--- src/rtl/stencil_1d_taps.sv ---
// Streaming 1-D FIR stencil: reads len samples, slides a TAPS-wide window,
// writes one wrap-around weighted sum per full window.
module stencil_1d_taps #(
  parameter int DATA_W = 32,
  parameter int DEPTH  = 64,
  parameter int TAPS   = 3,
  parameter int ADDR_W = $clog2(DEPTH),
  parameter int LEN_W  = $clog2(DEPTH + 1)
) (
  input  logic                   clk,
  input  logic                   rst_n,
  input  logic                   tstart,
  input  logic [LEN_W-1:0]       len,
  input  logic [TAPS*DATA_W-1:0] coef,
  output logic [ADDR_W-1:0]      in_addr,
  output logic                   in_rd_en,
  input  logic [DATA_W-1:0]      in_rd_data,
  output logic [ADDR_W-1:0]      out_addr,
  output logic                   out_wr_en,
  output logic [DATA_W-1:0]      out_wr_data,
  output logic                   busy,
  output logic                   done
);

  typedef enum logic [1:0] {IDLE, RUN, DRAIN} state_t;

  localparam logic [LEN_W-1:0] TAPS_L  = LEN_W'(TAPS);
  localparam logic [LEN_W-1:0] DEPTH_L = LEN_W'(DEPTH);

  state_t                  state, state_nxt;
  logic                    drain_cnt;
  logic                    finish;
  logic [LEN_W-1:0]        len_eff;
  logic [LEN_W-1:0]        len_q;
  logic [TAPS*DATA_W-1:0]  coef_q;
  logic                    accept, reject, last_rd;
  logic                    rd_valid;
  logic [LEN_W-1:0]        rcv_cnt;
  logic [DATA_W-1:0]       win     [TAPS];
  logic [DATA_W-1:0]       win_nxt [TAPS];
  logic [DATA_W-1:0]       acc;

  // Lengths beyond the memory depth are clamped so the read address never wraps.
  assign len_eff = (len > DEPTH_L) ? DEPTH_L : len;
  assign accept  = (state == IDLE) && tstart && (len_eff >= TAPS_L);
  assign reject  = (state == IDLE) && tstart && (len_eff <  TAPS_L);
  assign last_rd = (state == RUN) && (LEN_W'(in_addr) == len_q - LEN_W'(1));

  // NOTE: sequential state uses non-blocking assignments so every register
  // samples pre-edge values, independent of block evaluation order.
  always_ff @(posedge clk or negedge rst_n) begin
    if (!rst_n) begin
      state     <= IDLE;
      drain_cnt <= 1'b0;
    end else begin
      state     <= state_nxt;
      drain_cnt <= (state == DRAIN) ? ~drain_cnt : 1'b0;
    end
  end

  // NOTE: combinational blocks assign a default to every output first, so no
  // path leaves a signal unassigned and no latch is inferred.
  always_comb begin
    state_nxt = state;
    case (state)
      IDLE:    if (accept)    state_nxt = RUN;
      RUN:     if (last_rd)   state_nxt = DRAIN;
      DRAIN:   if (drain_cnt) state_nxt = IDLE;
      default:                state_nxt = IDLE;
    endcase
  end

  // DRAIN lasts two cycles: one for the last read return, one for its write.
  always_comb begin
    busy   = 1'b0;
    finish = 1'b0;
    case (state)
      RUN:     busy = 1'b1;
      DRAIN: begin
        busy   = 1'b1;
        finish = drain_cnt;
      end
      default: ;
    endcase
  end

  // NOTE: run parameters are data-only registers; they are always written at
  // start before being read, so they carry no reset.
  always_ff @(posedge clk) begin
    if (accept) begin
      len_q  <= len_eff;
      coef_q <= coef;
    end
  end

  always_ff @(posedge clk or negedge rst_n) begin
    if (!rst_n) begin
      done <= 1'b0;
    end else begin
      done <= reject || finish;
    end
  end

  always_ff @(posedge clk or negedge rst_n) begin
    if (!rst_n) begin
      in_rd_en <= 1'b0;
      in_addr  <= '0;
    end else if (accept) begin
      in_rd_en <= 1'b1;
      in_addr  <= '0;
    end else if (state == RUN) begin
      if (last_rd) in_rd_en <= 1'b0;
      else         in_addr  <= in_addr + ADDR_W'(1);
    end
  end

  always_ff @(posedge clk or negedge rst_n) begin
    if (!rst_n) rd_valid <= 1'b0;
    else        rd_valid <= in_rd_en;
  end

  // The MAC sees the window as it will be after the returning sample shifts
  // in, so the registered result lands together with the shift.
  always_comb begin
    for (int k = 0; k < TAPS - 1; k++) win_nxt[k] = win[k + 1];
    win_nxt[TAPS-1] = in_rd_data;
    acc = '0;
    for (int k = 0; k < TAPS; k++) begin
      // Low DATA_W bits of the signed product; the sum wraps by design.
      acc = acc + DATA_W'($signed(coef_q[k*DATA_W +: DATA_W]) * $signed(win_nxt[k]));
    end
  end

  always_ff @(posedge clk or negedge rst_n) begin
    if (!rst_n) begin
      for (int k = 0; k < TAPS; k++) win[k] <= '0;
      rcv_cnt     <= '0;
      out_wr_en   <= 1'b0;
      out_addr    <= '0;
      out_wr_data <= '0;
    end else begin
      out_wr_en <= 1'b0;
      if (accept) begin
        for (int k = 0; k < TAPS; k++) win[k] <= '0;
        rcv_cnt <= '0;
      end else if (rd_valid) begin
        for (int k = 0; k < TAPS; k++) win[k] <= win_nxt[k];
        rcv_cnt <= rcv_cnt + LEN_W'(1);
        if (rcv_cnt >= TAPS_L - LEN_W'(1)) begin
          out_wr_en   <= 1'b1;
          out_addr    <= ADDR_W'(rcv_cnt - (TAPS_L - LEN_W'(1)));
          out_wr_data <= acc;
        end
      end
    end
  end

endmodule

--- config.mk ---
export PLATFORM = sky130hd
export DESIGN_NAME = stencil_1d_taps
export DESIGN_NICKNAME = d
export VERILOG_FILES = /design/src/rtl/stencil_1d_taps.sv
export SDC_FILE = /design/constraint.sdc
export NUM_CORES = 2
export LEC_CHECK = 0
export CELL_PAD_IN_SITES_DETAIL_PLACEMENT = 1
export CELL_PAD_IN_SITES_GLOBAL_PLACEMENT = 2
export CORE_MARGIN = 4
export CORE_UTILIZATION = 34
export CTS_CLUSTER_SIZE = 24
export DETAILED_ROUTE_END_ITERATION = 6
export PLACE_DENSITY = 0.7
export SKIP_CTS_REPAIR_TIMING = 1
export SYNTH_ARGS = -nofsm -noshare
export SYNTH_HDL_FRONTEND = slang
export SYNTH_SLANG_ARGS = --single-unit
--- constraint.sdc ---
create_clock -name clk -period 11.1 [get_ports clk]
set_input_delay 1.11 -clock clk [delete_from_list [all_inputs] [get_ports clk]]
set_output_delay 1.11 -clock clk [all_outputs]
set_load 0.02 [all_outputs]
# --- Word-level counts from Yosys, hierarchy flattened ---
# Index checks and enable logic that the tools add are counted.
totals:
  latch_bits: 0
  n_memories: 0
  romBits: 0
  ram_bits: 0
  input_bits: 138
  reg_bits: 225
  out_inout_bits: 48
classes:
  n_lt_le_gt_ge: 4
  add_sub_neg: 6
  mux: 21
  mul: 3
  div_mod_pow: 0
  n_eq_ne: 7
  shift: 0
  n_reduce_logical: 14
  n_bitwise: 2
op_table:
  columns: ["cell", "count"]
  rows:
  - ["$mux W64", 2]
  - ["$mul A32 B32 Y32", 3]
  - ["$add A32 B32 Y32", 2]
  - ["$mux W7", 3]
  - ["$mux W6", 3]
  - ["$ge A7 B2 Y1 const B", 2]
  - ["$mux W1", 9]
  - ["$ne A2 B2 Y1 const B", 4]
  - ["$add A7 B1 Y7 const B", 1]
  - ["$eq A6 B7 Y1", 1]
  - ["$gt A7 B7 Y1 const B", 1]
  - ["$lt A7 B2 Y1 const B", 1]
  - ["$sub A7 B1 Y7 const B", 1]
  - ["$add A6 B1 Y6 const B", 1]
  - ["$mux W2", 3]
  - ["$pmux W2 S3", 1]
  - ["$reduce_and A3 Y1", 2]
  - ["$reduce_bool A2 Y1", 3]
  - ["$sub A6 B2 Y6 const B", 1]
  - ["$logic_and A1 B1 Y1", 4]
  - ["$reduce_and A2 Y1", 2]
  - ["$eq A2 B1 Y1 const B", 1]
  - ["$eq A2 B2 Y1 const B", 1]
  - ["$logic_not A2 Y1", 1]
  - ["other kinds (3)", 4]

# --- Logic depth before layout (Yosys ltp) ---
logic_depth:
  word_depth: 6
  mapped_depth: 34
  depth_no_buf: 32

# --- Worst setup path before layout ---
# OpenSTA, ideal clock, no wires.
synth_timing:
  path_type: "input to register"
  startpoint: "in in_rd_data[3]"
  endpoint: "reg out_wr_data[31]"
  slack_ns: 1.723
  required_time_ns: 10.969
  arrival_ns: 9.246
  stages: 32
  path_buffers: 2
  path_cell_list: "clkbuf_1 clkbuf_1 nand2_1 fa_1 inv_1 fa_1 inv_1 fa_1 fa_1 inv_1 fa_1 inv_1 fa_1 inv_1 fa_1 fa_1 fa_1 fa_1 inv_1 fa_1 inv_1 ha_1 a21o_1 a21o_1 a21o_1 a311o_1 a21oi_1 o311ai_1 a21oi_1 o21bai_1 xnor2_1 o21ai_1"
synth_between:
  elab_chain_len: 2
synth_rtl:
  columns: ["element", "line", "text"]
  rows:
  - ["start: declaration", "17", "input logic [DATA_W-1:0] in_rd_data,"]
  - ["$mul A32 B32 Y32", "130", "acc = acc + DATA_W'($signed(coef_q[k*DATA_W +: DATA_W]) * $signed(win_nxt[k]));"]
  - ["$add A32 B32 Y32", "130", null]
  - ["end signal: assignment", "140", "out_wr_data <= '0;"]
  - ["end signal: assignment", "152", "out_wr_data <= acc;"]
  - ["end: declaration", "20", "output logic [DATA_W-1:0] out_wr_data,"]
# Every way passes these cells.
# A chain may end at the register's enable or synchronous reset.

# --- Worst setup path in the final report ---
layout_timing:
  startpoint: "in in_rd_data[10]"
  endpoint: "reg out_wr_data[31]"
# Same word-level chain as after synthesis.

==> flow_metrics.env <==
export IMPL_post_dp_hpwl_mm=165.7
export IMPL_antenna_found_initial=4
export IMPL_synth_edff_count=103
export IMPL_synth_adder_area_share=0.5591
export IMPL_hold_viol=0
export IMPL_synth_compound_area_frac=0.01274
export IMPL_final_common_cell="inv_1"
export IMPL_synth_seq_area_share=0.1075
export IMPL_synthSimpleGateAreaFrac=0.1536
export IMPL_wire_per_inst_um=23.87
export IMPL_final_net_count=7945
export IMPL_finalCritPeriodShare=0.8977
export IMPL_rsz0062_at_grt="false"
export IMPL_fin_setup_tns_ns=0
export IMPL_io_pins=186
export IMPL_place_congestion=0.8625
export IMPL_die_height_um=418.1
export IMPL_path_buf_inv=8
export IMPL_start_kind="primary input"
export IMPL_path_max_fanout=9
export IMPL_holdPathEnd="rd_valid$_DFF_PN0_"
export IMPL_die_w_um=418.1
export IMPL_finalMaxSlewViolations=0
export IMPL_drv_cap=0
export IMPL_rows=150
export IMPL_drt_first_iter_violations=1905
export IMPL_grt_overflow_total=0
export IMPL_htreeDepth=2
export IMPL_postSynthAreaPerCell_sq_um=9.542
export IMPL_viasPerCell=4.765
export IMPL_grt_pass1_wl_mm=301.5
export IMPL_path_delay_family="adder cells"
export IMPL_io_buffers=185
export IMPL_max_slew_margin=0.2093
export IMPL_worst_pin_slew_ns=1.186
export IMPL_clockBufferDepth=3
export IMPL_r2r_slack_ns=1.33
export IMPL_start_util=0.3419
export IMPL_ctsRootBufferMaster="clkbuf_16"
export IMPL_timing_rr_start="win[10]$_DFFE_PN0P_"
export IMPL_crit_arrival_ns=10.46
export IMPL_hold_path_class="reg -> reg"
export IMPL_ant_nets=0
export IMPL_outcome="complete, no violations"
export IMPL_die_area_sq_mm=0.1748
export IMPL_netlist_area_sq_mm=0.05718
export IMPL_path_common_cell="fa_1"
export IMPL_synthMuxAreaShare=0.01193
export IMPL_drt_pass1_iter_count=5
export IMPL_dp_slack_ns=0.4088
export IMPL_clkLatencyLatePin_ns=0.66
export IMPL_max_clock_freq_ghz=0.1004
export IMPL_drc=0
export IMPL_synthFlopType="dfrtp_1"
export IMPL_clkSinkCount=225
export IMPL_max_stage_delay_ns=0.93
export IMPL_fillers=18906
export IMPL_setup_viol=0
export IMPL_synth_top_family_by_area="adder cells"
export IMPL_grt_usage=0.2332
export IMPL_fin_skew_ns=0.04447
export IMPL_min_from="in_rd_en$_DFFE_PN0P_"
export IMPL_cp_end_kind="flop"
export IMPL_synthToLayoutAreaGrowth_pct=10.30
export IMPL_grt_max_degree=72
export IMPL_path_clk_slew_ns=0.06
export IMPL_final_cell_mix="1502 x inv_1, 1335 x fa_1, 868 x nand2_1, 775 x and2_1, 419 x ha_1"
export IMPL_grt_pass1_vias=45683
export IMPL_synth_seq_cells=225
export IMPL_ff2ff_path_depth=28
export IMPL_crit_slowest_cell="clkdlybuf4s50_1"
export IMPL_yosysWarnings=0
export IMPL_syn_inst=5992
export IMPL_min_path_cells=0
export IMPL_synth_xor_area_frac=0.03609
export IMPL_ys_async_sr_fraction=0.5422
export IMPL_cp_required_ns=11.59
export IMPL_cts_tree="built"
export IMPL_finalCriticalPeriod_ns=9.964
export IMPL_cts_buffers=38
export IMPL_vias=39494
export IMPL_ys_types=55
export IMPL_core_area_sq_mm=0.1672
export IMPL_wirelength_mm=197.9
export IMPL_critical_path_class="in -> reg"
export IMPL_r2r_end="out_wr_data[31]$_DFFE_PN0P_"
export IMPL_layout_setup_ws_ns=1.136
export IMPL_syn_nets=7884
export IMPL_postLayoutCoreUtil=0.3771
export IMPL_layout_drive_gt1_share=0.03452
==> metrics by stage <==
step                      hold slack (ns)  std cells  cell area, sq um
after CTS                          0.4360       8287             63060
after global routing               0.4516       8287             63060
after detailed placement           0.4077       8217             61720
after global placement             0.4227       8217             61720
after floorplan                    0.4139       5992             57180
final                              0.4207       8288             63070
==> kinds of logic after synthesis <==
family          after synthesis
simple gates               1789
compound gates              118
mux                          68
fa+ha+maj                  1754
xor+xnor                    234
buf+inv                    1804
flops                       225
==> Yosys cell counts (all sizes together), types with 2 or more instances <==
cell type | count | area (sq um)
inv | 1502 | 5638
fa | 1335 | 26730
nand2 | 869 | 3264
and2 | 775 | 4848
ha | 419 | 5243
clkbuf | 275 | 1032
xnor2 | 183 | 1603
dfrtp | 122 | 3053
edfxtp | 103 | 3093
nor2 | 92 | 345.3
mux2i | 67 | 670.6
xor2 | 50 | 437.9
o21ai | 43 | 215.2
a21oi | 29 | 145.1
buf | 25 | 131.4
a21o | 19 | 142.6
nor2b | 11 | 71.32
nand3 | 10 | 50.05
nor3 | 8 | 40.04
and3 | 7 | 43.79
nand2b | 5 | 31.28
a211oi | 4 | 35.03
nand4 | 4 | 25.02
o21bai | 4 | 30.03
o21a | 3 | 22.52
o31ai | 3 | 22.52
a31oi | 2 | 12.51
a41oi | 2 | 25.03
clkinv | 2 | 7.510
nor3b | 2 | 15.01
o311ai | 2 | 17.52
==> sequential cells by signal (all words and copies together), names as in the netlist, 2 cells and up <==
register and cells:
rcv_cnt 7, out_addr 6, coef_q 96, len_q 7, in_addr 6, win 64, state 2, out_wr_data 32
==> layer usage <==
metal | track usage | wire length (um) | vias up
li1 | - | - | 17148
met2 | 0.4029 | 97890 | 620
met1 | 0.3184 | 88660 | 21573
met4 | 0.04395 | 4098 | 4
met5 | 0 | 28 | -
met3 | 0.02684 | 7182 | 149
==> area by class of cell <==
type,instances,area [sq um],share of cell area
Sequential cell,225,6151,0.09753
Antenna cell,1,2.502,0.00003968
Timing Repair Buffer,321,2937,0.04656
Multi-Input combinational cell,3963,44230,0.7013
Clock buffer,46,1022,0.01621
Inverter,1504,5653,0.08963
Clock inverter,24,317.8,0.005039
Tap cell,2204,2758,0.04373
==> worst max-delay path by stage <==
stage                               from                           to  slack, ns  cells past startpoint
after floorplan            in_rd_data[3]  out_wr_data[31]$_DFFE_PN0P_       1.72                     32
final                     in_rd_data[10]  out_wr_data[31]$_DFFE_PN0P_       1.14                     30
after CTS                 in_rd_data[10]  out_wr_data[31]$_DFFE_PN0P_       1.08                     30
after detailed placement  in_rd_data[10]  out_wr_data[31]$_DFFE_PN0P_       0.41                     27
after global routing      in_rd_data[10]  out_wr_data[30]$_DFFE_PN0P_       0.82                     27
after global placement    in_rd_data[10]  out_wr_data[31]$_DFFE_PN0P_       0.45                     27
Power is not shown: default switching activity piles up to over one toggle a cycle in this logic, so the estimate is an artifact.
